--- src/rtl/apb_pkg.sv ---
// Shared types and default widths for the APB master bridge slice.
package apb_pkg;

   localparam int APB_ADDR_WIDTH = 8;
   localparam int APB_DATA_WIDTH = 32;

   typedef enum logic [1:0] {
      IDLE   = 2'b00,
      SETUP  = 2'b01,
      ACCESS = 2'b10
   } apb_state_t;

endpackage

--- src/rtl/apb_master_bridge_if.sv ---
// Command/response handshake plus APB bus signals; master = bridge side, slave = its environment.
interface apb_master_bridge_if
   import apb_pkg::*;
#(
   parameter int ADDR_WIDTH = APB_ADDR_WIDTH,
   parameter int DATA_WIDTH = APB_DATA_WIDTH
);

   logic                  cmd_valid;
   logic                  cmd_ready;
   logic                  cmd_write;
   logic [ADDR_WIDTH-1:0] cmd_addr;
   logic [DATA_WIDTH-1:0] cmd_wdata;

   logic                  rsp_valid;
   logic [DATA_WIDTH-1:0] rsp_rdata;
   logic                  rsp_error;

   logic                  PSEL;
   logic                  PENABLE;
   logic                  PWRITE;
   logic [ADDR_WIDTH-1:0] PADDR;
   logic [DATA_WIDTH-1:0] PWDATA;
   logic                  PREADY;
   logic [DATA_WIDTH-1:0] PRDATA;

   modport master (
      input  cmd_valid, cmd_write, cmd_addr, cmd_wdata, PREADY, PRDATA,
      output cmd_ready, rsp_valid, rsp_rdata, rsp_error,
      output PSEL, PENABLE, PWRITE, PADDR, PWDATA
   );

   modport slave (
      output cmd_valid, cmd_write, cmd_addr, cmd_wdata, PREADY, PRDATA,
      input  cmd_ready, rsp_valid, rsp_rdata, rsp_error,
      input  PSEL, PENABLE, PWRITE, PADDR, PWDATA
   );

endinterface

--- src/rtl/apb_wait_timer.sv ---
// Saturating ACCESS wait counter; expired flags the last permitted wait cycle.
module apb_wait_timer #(
   parameter int TIMEOUT = 16
) (
   input  logic PCLK,
   input  logic PRESET,
   input  logic clear,
   input  logic enable,
   output logic expired
);

   localparam int CW = $clog2(TIMEOUT + 1);
   localparam logic [CW-1:0] LIMIT = CW'(TIMEOUT);
   localparam logic [CW-1:0] LAST  = CW'(TIMEOUT - 1);

   logic [CW-1:0] count_reg;

   always_ff @(posedge PCLK or negedge PRESET) begin
      if (!PRESET) begin
         count_reg <= '0;
      end else if (clear) begin
         count_reg <= '0;
      end else if (enable && (count_reg != LIMIT)) begin
         count_reg <= count_reg + CW'(1);
      end
   end

   // High while a stalled ACCESS cycle would bring the count to TIMEOUT.
   assign expired = (count_reg >= LAST);

endmodule

--- src/rtl/apb_master_bridge.sv ---
// Single-outstanding APB master: command handshake -> SETUP/ACCESS -> one-cycle response.
module apb_master_bridge
   import apb_pkg::*;
#(
   parameter int ADDR_WIDTH = APB_ADDR_WIDTH,
   parameter int DATA_WIDTH = APB_DATA_WIDTH,
   parameter int TIMEOUT    = 16
) (
   input  logic                PCLK,
   input  logic                PRESET,
   apb_master_bridge_if.master bus
);

   apb_state_t            state_reg, state_next;
   logic                  alive_reg;
   logic                  cmd_ready, psel, penable;
   logic                  handshake, access_done, timed_out, expired;
   logic [ADDR_WIDTH-1:0] paddr_reg;
   logic [DATA_WIDTH-1:0] pwdata_reg;
   logic                  pwrite_reg;
   logic                  rsp_valid_reg, rsp_error_reg;
   logic [DATA_WIDTH-1:0] rsp_rdata_reg;

   assign handshake   = bus.cmd_valid && cmd_ready;
   assign access_done = (state_reg == ACCESS) && bus.PREADY;
   assign timed_out   = (state_reg == ACCESS) && !bus.PREADY && expired;

   apb_wait_timer #(
      .TIMEOUT (TIMEOUT)
   ) u_wait_timer (
      .PCLK    (PCLK),
      .PRESET  (PRESET),
      .clear   (handshake),
      .enable  ((state_reg == ACCESS) && !bus.PREADY),
      .expired (expired)
   );

   // alive_reg keeps cmd_ready low while reset is held.
   always_ff @(posedge PCLK or negedge PRESET) begin
      if (!PRESET) begin
         state_reg <= IDLE;
         alive_reg <= 1'b0;
      end else begin
         state_reg <= state_next;
         alive_reg <= 1'b1;
      end
   end

   always_comb begin
      state_next = state_reg;
      case (state_reg)
         IDLE:    if (handshake) state_next = SETUP;
         SETUP:   state_next = ACCESS;
         ACCESS:  if (bus.PREADY || expired) state_next = IDLE;
         default: state_next = IDLE;
      endcase
   end

   always_comb begin
      cmd_ready = 1'b0;
      psel      = 1'b0;
      penable   = 1'b0;
      case (state_reg)
         IDLE:    cmd_ready = alive_reg;
         SETUP:   psel = 1'b1;
         ACCESS: begin
            psel    = 1'b1;
            penable = 1'b1;
         end
         default: ;
      endcase
   end

   always_ff @(posedge PCLK or negedge PRESET) begin
      if (!PRESET) begin
         paddr_reg  <= '0;
         pwrite_reg <= 1'b0;
         pwdata_reg <= '0;
      end else if (handshake) begin
         paddr_reg  <= bus.cmd_addr;
         pwrite_reg <= bus.cmd_write;
         pwdata_reg <= bus.cmd_wdata;
      end
   end

   // PREADY has priority over an expiring wait counter.
   always_ff @(posedge PCLK or negedge PRESET) begin
      if (!PRESET) begin
         rsp_valid_reg <= 1'b0;
         rsp_error_reg <= 1'b0;
         rsp_rdata_reg <= '0;
      end else begin
         rsp_valid_reg <= access_done || timed_out;
         rsp_error_reg <= timed_out;
         rsp_rdata_reg <= (access_done && !pwrite_reg) ? bus.PRDATA : '0;
      end
   end

   assign bus.cmd_ready = cmd_ready;
   assign bus.PSEL      = psel;
   assign bus.PENABLE   = penable;
   assign bus.PADDR     = paddr_reg;
   assign bus.PWRITE    = pwrite_reg;
   assign bus.PWDATA    = pwdata_reg;
   assign bus.rsp_valid = rsp_valid_reg;
   assign bus.rsp_error = rsp_error_reg;
   assign bus.rsp_rdata = rsp_rdata_reg;

endmodule

--- src/flat_wrapper.sv ---
// flat-port wrapper written by rule: the top's interface ports become plain ports
module apb_master_bridge_flat import apb_pkg::*;
#(
   parameter int ADDR_WIDTH = APB_ADDR_WIDTH,
   parameter int DATA_WIDTH = APB_DATA_WIDTH,
   parameter int TIMEOUT    = 16
)
  (PCLK, PRESET, bus_cmd_valid, bus_cmd_write, bus_cmd_addr, bus_cmd_wdata, bus_PREADY, bus_PRDATA, bus_cmd_ready, bus_rsp_valid, bus_rsp_rdata, bus_rsp_error, bus_PSEL, bus_PENABLE, bus_PWRITE, bus_PADDR, bus_PWDATA);
  apb_master_bridge_if #(.ADDR_WIDTH(ADDR_WIDTH), .DATA_WIDTH(DATA_WIDTH)) bus_i ();
  input  logic PCLK;
  input  logic PRESET;
  input wire logic [$bits(bus_i.cmd_valid)-1:0] bus_cmd_valid;
  input wire logic [$bits(bus_i.cmd_write)-1:0] bus_cmd_write;
  input wire logic [$bits(bus_i.cmd_addr)-1:0] bus_cmd_addr;
  input wire logic [$bits(bus_i.cmd_wdata)-1:0] bus_cmd_wdata;
  input wire logic [$bits(bus_i.PREADY)-1:0] bus_PREADY;
  input wire logic [$bits(bus_i.PRDATA)-1:0] bus_PRDATA;
  output wire logic [$bits(bus_i.cmd_ready)-1:0] bus_cmd_ready;
  output wire logic [$bits(bus_i.rsp_valid)-1:0] bus_rsp_valid;
  output wire logic [$bits(bus_i.rsp_rdata)-1:0] bus_rsp_rdata;
  output wire logic [$bits(bus_i.rsp_error)-1:0] bus_rsp_error;
  output wire logic [$bits(bus_i.PSEL)-1:0] bus_PSEL;
  output wire logic [$bits(bus_i.PENABLE)-1:0] bus_PENABLE;
  output wire logic [$bits(bus_i.PWRITE)-1:0] bus_PWRITE;
  output wire logic [$bits(bus_i.PADDR)-1:0] bus_PADDR;
  output wire logic [$bits(bus_i.PWDATA)-1:0] bus_PWDATA;
  assign bus_i.cmd_valid = bus_cmd_valid;
  assign bus_i.cmd_write = bus_cmd_write;
  assign bus_i.cmd_addr = bus_cmd_addr;
  assign bus_i.cmd_wdata = bus_cmd_wdata;
  assign bus_i.PREADY = bus_PREADY;
  assign bus_i.PRDATA = bus_PRDATA;
  assign bus_cmd_ready = bus_i.cmd_ready;
  assign bus_rsp_valid = bus_i.rsp_valid;
  assign bus_rsp_rdata = bus_i.rsp_rdata;
  assign bus_rsp_error = bus_i.rsp_error;
  assign bus_PSEL = bus_i.PSEL;
  assign bus_PENABLE = bus_i.PENABLE;
  assign bus_PWRITE = bus_i.PWRITE;
  assign bus_PADDR = bus_i.PADDR;
  assign bus_PWDATA = bus_i.PWDATA;
  apb_master_bridge #(.ADDR_WIDTH(ADDR_WIDTH), .DATA_WIDTH(DATA_WIDTH), .TIMEOUT(TIMEOUT)) u_core (.PCLK(PCLK), .PRESET(PRESET), .bus(bus_i));
endmodule
--- config.mk ---
export PLATFORM = sky130hd
export DESIGN_NAME = apb_master_bridge_flat
export DESIGN_NICKNAME = d
export VERILOG_FILES = /design/src/rtl/apb_pkg.sv /design/src/rtl/apb_master_bridge_if.sv /design/src/rtl/apb_wait_timer.sv /design/src/rtl/apb_master_bridge.sv /design/src/flat_wrapper.sv
export SDC_FILE = /design/constraint.sdc
export NUM_CORES = 1
export LEC_CHECK = 0
export ABC_AREA = 1
export CORE_UTILIZATION = 25
export CTS_CLUSTER_DIAMETER = 40
export DETAILED_ROUTE_END_ITERATION = 8
export DONT_BUFFER_PORTS = 1
export GPL_TIMING_DRIVEN = 1
export PLACE_DENSITY = 0.46
export SYNTH_ARGS = -nofsm -noshare
export SYNTH_HDL_FRONTEND = slang
export SYNTH_SLANG_ARGS = --single-unit
--- constraint.sdc ---
create_clock -name PCLK -period 3.5 [get_ports PCLK]
set_input_delay 0.35 -clock PCLK [delete_from_list [all_inputs] [get_ports PCLK]]
set_output_delay 0.35 -clock PCLK [all_outputs]
set_load 0.03 [all_outputs]
==> impl.org, run 1 <==
** Status
- Outcome :: complete, no violations

** STA
- Setup repair after global routing left no endpoint under its margin.
- At the pin with the least slew margin, the transition time is 0.791 ns.
- Worst Skew :: 0.00639 ns
- Setup slack closes at 1.51 ns.
- Summed over all failing endpoints, the final setup total negative slack is 0 ns.
- Setup violations remaining at the end of the flow were counted as 0.
- Count of endpoints failing hold in the final timing report :: 0
- Tcrit/Tclk final :: 56.9%
- The clock period could shrink to 1.99 ns.
- Highest clock rate :: 502 MHz
- The final count of pins violating max slew came to 0.
- The worst pin sits at a relative slew slack of 47.0%.

** Synthesis
- Net count after synthesis :: 435
- After synthesis, the largest area contributor takes up 61.7% of total cell area.
- Summing the areas of all and, or, nand and nor instances in the mapped netlist gives 25.7% of the synthesized area.
- Of the total synthesized cell area, the portion taken by XOR and XNOR cells is 0.260%.
- Biggest area contributors in the synthesized netlist :: dfrtp_1 62%, nand2_1 11%, nand3_1 7.9%
- The cell area that synthesis handed to floorplanning was 3370 sq um.
- Portion of netlist area occupied by mux cells :: 0%
- Synthesis produced a netlist whose cell count is 351.
- By area, the combinational part of the netlist is dominated by simple AND/OR/NAND/NOR gates.
- Yosys warns :: 0
- The number of different library cells used by synthesis comes to 22.
- Post-synthesis compound-gate area fraction :: 0.335%
- Synth area leader :: dfrtp_1
- Part of the Yosys area used for sequential elements :: 61.7%
- Average footprint of a synthesized cell :: 9.59 sq um
- The synthesized design contains 83 register bits.
- After Yosys synthesis, full adders, half adders and majority gates account for 2.60% of the synthesized area.

** Final layout
- Final net count :: 431
- From synthesis to final layout, the design area changed by 13.6%.
- The library cell used most frequently in the layout, excluding fill and tap cells, is nand2_1.
- The top cell types in the final layout, fill and taps aside, are 98 x nand2_1, 83 x dfrtp_1, 53 x nand3_1.
- Share of post-route cells with drive strength above 1 :: 9.69%
- After filler insertion, the fill cell instance count of the layout stands at 1,375.
- The repair_antennas step left the layout with diodes totalling 0.

** Placement
- Post-place setup slack :: 1.46 ns
- Estimated wirelength of the detail-placed design :: 4920 um
- Port buffering added 0 buffers.
- Routability congestion estimate :: 0.701

** GRT
- The number of global-route vias before repair came to 2,291.
- In the global route stage, overall resource usage came out at 11.6%.
- First-pass GRT wire length :: 12,200 um
- Entering global routing, the biggest net connects 84 pins.
- The total overflow left after global routing is 0.
- Antenna violations before repair :: 0

** Critical path
- In this design, the largest share of critical-path delay is due to simple AND/OR/NAND/NOR gates.
- Crit Path Max Fanout :: 32
- STA puts the critical path data required time at 3.74 ns.
- For this run, the slowest stage of the critical path takes 0.65 ns.
- Cell chain of the critical path :: inv_1 -> ha_1 -> nand3b_2 -> nor2_1
- The worst setup path is launched from a flip-flop.
- Setup Crit Path Kind :: flip-flop to flip-flop
- Cell with the largest stage delay on the worst path :: nand3b_2
- Element type at the critical path end :: flip-flop
- Buffering stage count on the worst path with inverters included :: 1
- For the worst setup path, the data arrival time is 2.23 ns.

** CTS
- Clock sink total :: 83
- The number of setup buffers added after CTS is 0.
- Post-cts repair resize count :: 0
- TritonCTS built the clock tree.
- Hold repair after CTS inserted 2 buffers.
- Clock-pin slew was measured on the worst setup and hold paths at 0.06 ns.
- The clock reaches the later pin of the worst-skew pair after 0.34 ns.
- Buffer levels on the longest clock path :: 2
- Buffer type at the clock tree root :: clkbuf_16
- H-tree levels :: 3
- Num CTS Buffers :: 9

** Pwr
- Power spread over the standard cell area amounts to 939 nW/um^2.
- Sequential group share of total power :: 54.7%
- VDD sags by at most 0.329 mV.
- The analysis attributes to cell leakage a power of 2.07 nW.
- Clock network power share :: 30.1%
- The share of total power dissipated in combinational logic is 15.3%.
- Switching share of power :: 40.9%
- The internal portion of the total power is 2.12 mW.
- Power spent charging and discharging nets :: 1.47 mW

** Routing
- In the final routed layout, each cell accounts on average for 14.2 um.
- Sum of routed wire length over all layers :: 7470 um
- For this block, the via count after detailed routing is 2,206.
- DRC errors left :: 0
- The detailed router finished its first iteration with 115 violations.
- Remaining antenna violation count after routing :: 0
- The first TritonRoute pass finished after 4 iterations.
- Post-DR vias/cell :: 4.19

** Min path
- Worst min-delay path class :: input pin to flip-flop

** Flow run
- Number of maximum-capacitance violations :: 0

** Die
- Die Width :: 118 um
- Once the floorplan was initialized, standard cells occupied 25.5% of the core.
- Number of top-level pins :: 155
- Die Span Y :: 118 um
- Total number of placement rows :: 42
- After floorplanning, the core was sized to cover 13,200 sq um.
- Die Footprint :: 13,900 sq um
==> synth_stat cells (all sizes together) <==
cell    count
nor2       37
nand2     100
a21oi       1
nand3b      2
a31oi       1
xor2        1
nand4       2
nand3      54
ha          7
buf        18
dfrtp      83
conb        1
inv        44
==> logic make-up after synthesis <==
| family | Yosys count |
|---|---|
| xor gates and xnor gates | 1 |
| buffers and inverters | 62 |
| other | 1 |
| adders and majority gates | 7 |
| DFF | 83 |
| AOI/OAI and AO/OA | 2 |
| and+or+nand+nor | 195 |
==> through the flow <==
step / utilization [%] / total power [mW] / instances / hold slack [ns] / area, sq um
global route: 29.0 / 3.80 / 527 / 0.101 / 3820
floorplan: - / 2.40 / 351 / 0.0544 / 3370
CTS: 29.0 / 3.66 / 527 / 0.0881 / 3820
detailed placement: 26.1 / 2.53 / 510 / 0.0561 / 3440
global placement: 26.1 / 2.50 / 510 / 0.0558 / 3440
finish: 29.0 / 3.59 / 527 / 0.111 / 3820
==> area by class of cell <==
type	count	area (sq um)	share of cell area, %
clock buffer	11	243	6.35
clock inverter	4	98.8	2.59
inverter	44	165	4.32
multi-input combinational	206	975	25.5
sequential	83	2080	54.3
tap	176	220	5.76
timing repair buffer	3	45.0	1.18
==> layer usage <==
layer,vias to the layer above,track usage (%),routed length (um)
li1,1059,-,-
met1,1046,13.3,3130
met2,88,18.2,3650
met3,13,3.97,486
met4,0,7.61,208
met5,-,0,0
==> worst paths after layout <==
path                                startpoint                               end  slack, ns  cells past startpoint
hold reg to reg            u_core.state_reg[1]               u_core.state_reg[1]       0.52                      2
max in group asynchronous               PRESET  u_core.u_wait_timer.count_reg[0]       2.57                      2
min in group asynchronous               PRESET          u_core.bus.rsp_rdata[15]       0.58                      2
setup reg to reg           u_core.state_reg[0]          u_core.bus.rsp_rdata[12]       1.51                      4
hold / removal                   bus_PRDATA[1]           u_core.bus.rsp_rdata[1]       0.11                      2
setup / recovery           u_core.state_reg[0]          u_core.bus.rsp_rdata[12]       1.51                      4
==> power groups by stage <==
stage	Combinational, mW	Clock [mW]	Sequential [mW]
floorplan	0.494	0	1.91
global placement	0.518	0	1.99
detailed placement	0.541	0	1.99
CTS	0.563	1.12	1.97
global route	0.651	1.15	2.00
finish	0.548	1.08	1.96
Note: power is estimated with default switching activity, not from simulation.
==> inputs of run 2 (changes only) <==
==> constraint.sdc (replaced) <==
create_clock -name PCLK -period 1.9 [get_ports PCLK]
set_input_delay 0.19 -clock PCLK [delete_from_list [all_inputs] [get_ports PCLK]]
set_output_delay 0.19 -clock PCLK [all_outputs]
set_load 0.03 [all_outputs]
==> run 2 against run 1 <==
The run now ends with hold timing left. Combinational power grew 130%. Core utilization grew 6.0 points. Worst hold slack lost 0.57 ns. Register-to-register slack lost 1.4 ns. Sequential share of layout area shrank 9.3 points. Global-route usage grew 1.0 points. Clock skew grew 0.0036 ns. Wire length grew 13%. Final cell count grew 16%. Sequential power grew 85%. Critical path type unchanged. Largest cell class unchanged. Largest power group unchanged.
==> impl.org, run 2 (same netlist as run 1, synthesis figures left out) <==
** STA
- The number of failing hold endpoints at the final stage is 83 (+83).
- The final count of pins violating max slew is 0 (unchanged).
- The setup TNS after final layout was 0 ns (unchanged).
- Highest clock rate :: 568 MHz (+13%)
- Worst Hold Slack :: -0.459 ns (-0.570 ns)
- Minimum clock period :: 1.76 ns (-0.231 ns)
- Tcrit/Tclk final :: 92.7% (+36 points)
- Worst Skew :: 0.00998 ns (+0.00359 ns)
- Final setup violation count :: 0 (unchanged)
- The actual transition at the worst max-transition pin is 1.23 ns (+0.444 ns).
- Headroom to the max-slew limit :: 17.5% (-30 points)
- Setup repair after global routing left no endpoint under its margin.

** Routing
- The highest metal layer carrying signal wires in the routed design is met4.
- The met2 routed wirelength is 4410 um (+21%).
- The number of detailed-routing iterations run before antenna repair came to 4 (unchanged).
- Remaining antenna violation count after routing :: 0 (unchanged)
- Sum of routed wire length over all layers :: 8470 um (+13%)
- Post-DR vias/cell :: 4.19 (+0.16%)
- The number of vias after detailed routing was 2,570 (+17%).
- The count of unresolved DRC violations after routing is 0 (unchanged).
- The routed metal-1 wirelength came to 3400 um (+8.7%).
- The initial DRC count was 110 (-4.3%).
- The total met3 wirelength after detailed routing was 494 um (+1.6%).
- Detail-routed net length per standard cell :: 13.8 um (-2.6%)

** Final layout
- Ant. Diodes :: 0 (unchanged)
- The utilization after layout was 35.0% (+6.0 points).
- The share of post-route cells with drive strength above 1 was 9.61% (-0.076 points).
- Final net count :: 516 (+20%)
- Most common cell after layout, fill and taps aside :: nand2_1
- Synth-to-layout area growth :: 37.1%
- The top cell types in the final layout, fill and taps aside, are 98 x nand2_1, 83 x dfrtp_1, 79 x dlygate4sd3_1.

** CTS
- Skew-Pair Late Insertion Delay :: 0.34 ns (about the same)
- Clock sink total :: 83 (unchanged)
- The CTS buffer count was 9 (unchanged).
- H-tree levels :: 3 (unchanged)
- Clock transition at the register clock pins on the worst setup and hold paths after CTS :: 0.06 ns (about the same)
- TritonCTS clock tree :: yes
- Buffer levels on the longest clock path :: 2 (unchanged)
- The tree is rooted in a clkbuf_16.

** Placement
- Estimated wirelength of the detail-placed design :: 5080 um (+3.3%)
- Routability congestion estimate :: 0.711 (+1.5%)
- The number of port buffers was 0 (unchanged).

** Min path
- Worst min-delay path class :: input pin to async pin

** Status
- The run finished, with violations left.
- Failing checks :: hold timing

** Die
- The initial core utilization came to 25.5% (unchanged).
- The width of the die was 118 um (unchanged).
- Total number of placement rows :: 42 (unchanged)
- The number of ports placed on the die boundary is 155 (unchanged).
- Die Span Y :: 118 um (unchanged)
- The placeable core region came to 13,200 sq um (unchanged).
- The die outline area was 13,900 sq um (unchanged).

** GRT
- Congestion Overflow GR :: 0 (unchanged)
- Overall fraction of global-route tracks in use :: 12.6% (+1.0 points)
- Pin count of the biggest net entering global routing :: 84 (unchanged)
- The first-pass GRT wire length came to 13,500 um (+11%).
- The number of antenna violations at the first check in global routing was 0 (unchanged).
- The number of global-route vias before repair is 2,660 (+16%).

** Critical path
- Data arrival time of the critical path :: 2.04 ns (-0.19 ns)
- By startpoint and endpoint, the worst setup path is classified as flip-flop to flip-flop.
- CP required :: 2.18 ns (-1.56 ns)
- Crit Path Max Fanout :: 6 (-81%)
- Critical path launch point type :: flip-flop
- Element type at the critical path end :: flip-flop

** Pwr
- The cell leakage power is 2.38 nW (+15%).
- Max rail drop VDD :: 0.585 mV (+78%)
- The power density over cell area came to 1410 nW/um^2 (+51%).

** Flow run
- The number of max-cap violations came to 0 (unchanged).
==> run 2: layout make-up <==
cell class | count | area, sq um
clock inverter | 6 | 48.8
tap | 176 | 220
clock buffer | 10 | 229
sequential | 83 | 2080
inverter | 44 | 168
multi-input combinational | 206 | 975
timing repair buffer | 88 | 896
fill | 1315 | 8580
==> run 2: what timing repair did <==
| item | in CTS | in global routing |
|---|---|---|
| hold buffers | 78 | 1 |
| endpoints found under the setup margin | 0 | 5 |
| endpoints found under the hold margin | 156 | 84 |
| gates resized for setup | 0 | 3 |
| setup buffers | 0 | 3 |
==> run 2: path summary, 6_finish.rpt <==
path / startpoint / endpoint / slack [ns] / depth (start not counted)
max: u_core.state_reg[0] / u_core.bus.PWDATA[14] / 0.14 / 8
max in group asynchronous: PRESET / u_core.bus.PADDR[5] / 2.25 / 0
min: PRESET / u_core.bus.rsp_rdata[11] / -0.46 / 0
min reg2reg: u_core.state_reg[0] / u_core.state_reg[0] / 0.52 / 2
max reg2reg: u_core.state_reg[0] / u_core.bus.PWDATA[14] / 0.14 / 8
min in group PCLK: bus_cmd_valid / u_core.bus.PWDATA[19] / 0.02 / 2
==> run 2: per-layer routing <==
metal  vias up  GRT usage, %
met4         0          5.61
met3        11          4.36
met1      1247          13.6
li1       1231             -
met5         -             0
met2        81          22.1
==> run 2: power breakdown <==
group	switching, mW	internal (mW)	leakage [nW]
clock	0.744	0.897	0.126
combinational	0.724	0.533	1.17
sequential	1.36	2.27	1.09
total	2.83	3.70	2.38
==> run 2: stage by stage <==
step	setup WS [ns]	power [mW]	std cells	instance area, sq um
2_1_floorplan	0.480	4.42	351	3370
3_3_place_gp	0.429	4.66	514	3490
3_5_place_dp	0.371	4.71	514	3490
4_1_cts	0.0738	6.53	608	4550
5_1_grt	0.0120	6.91	613	4610
6_report	0.138	6.52	613	4610
==> run 2: critical path: stages, from the launching register on <==
cell,delay (ns)
dfrtp_1,0.40
inv_1,0.11
ha_1,0.18
nand2_1,0.09
inv_4,0.08
buf_8,0.14
nand3_1,0.08
dlygate4sd3_1,0.57
nand2_1,0.07
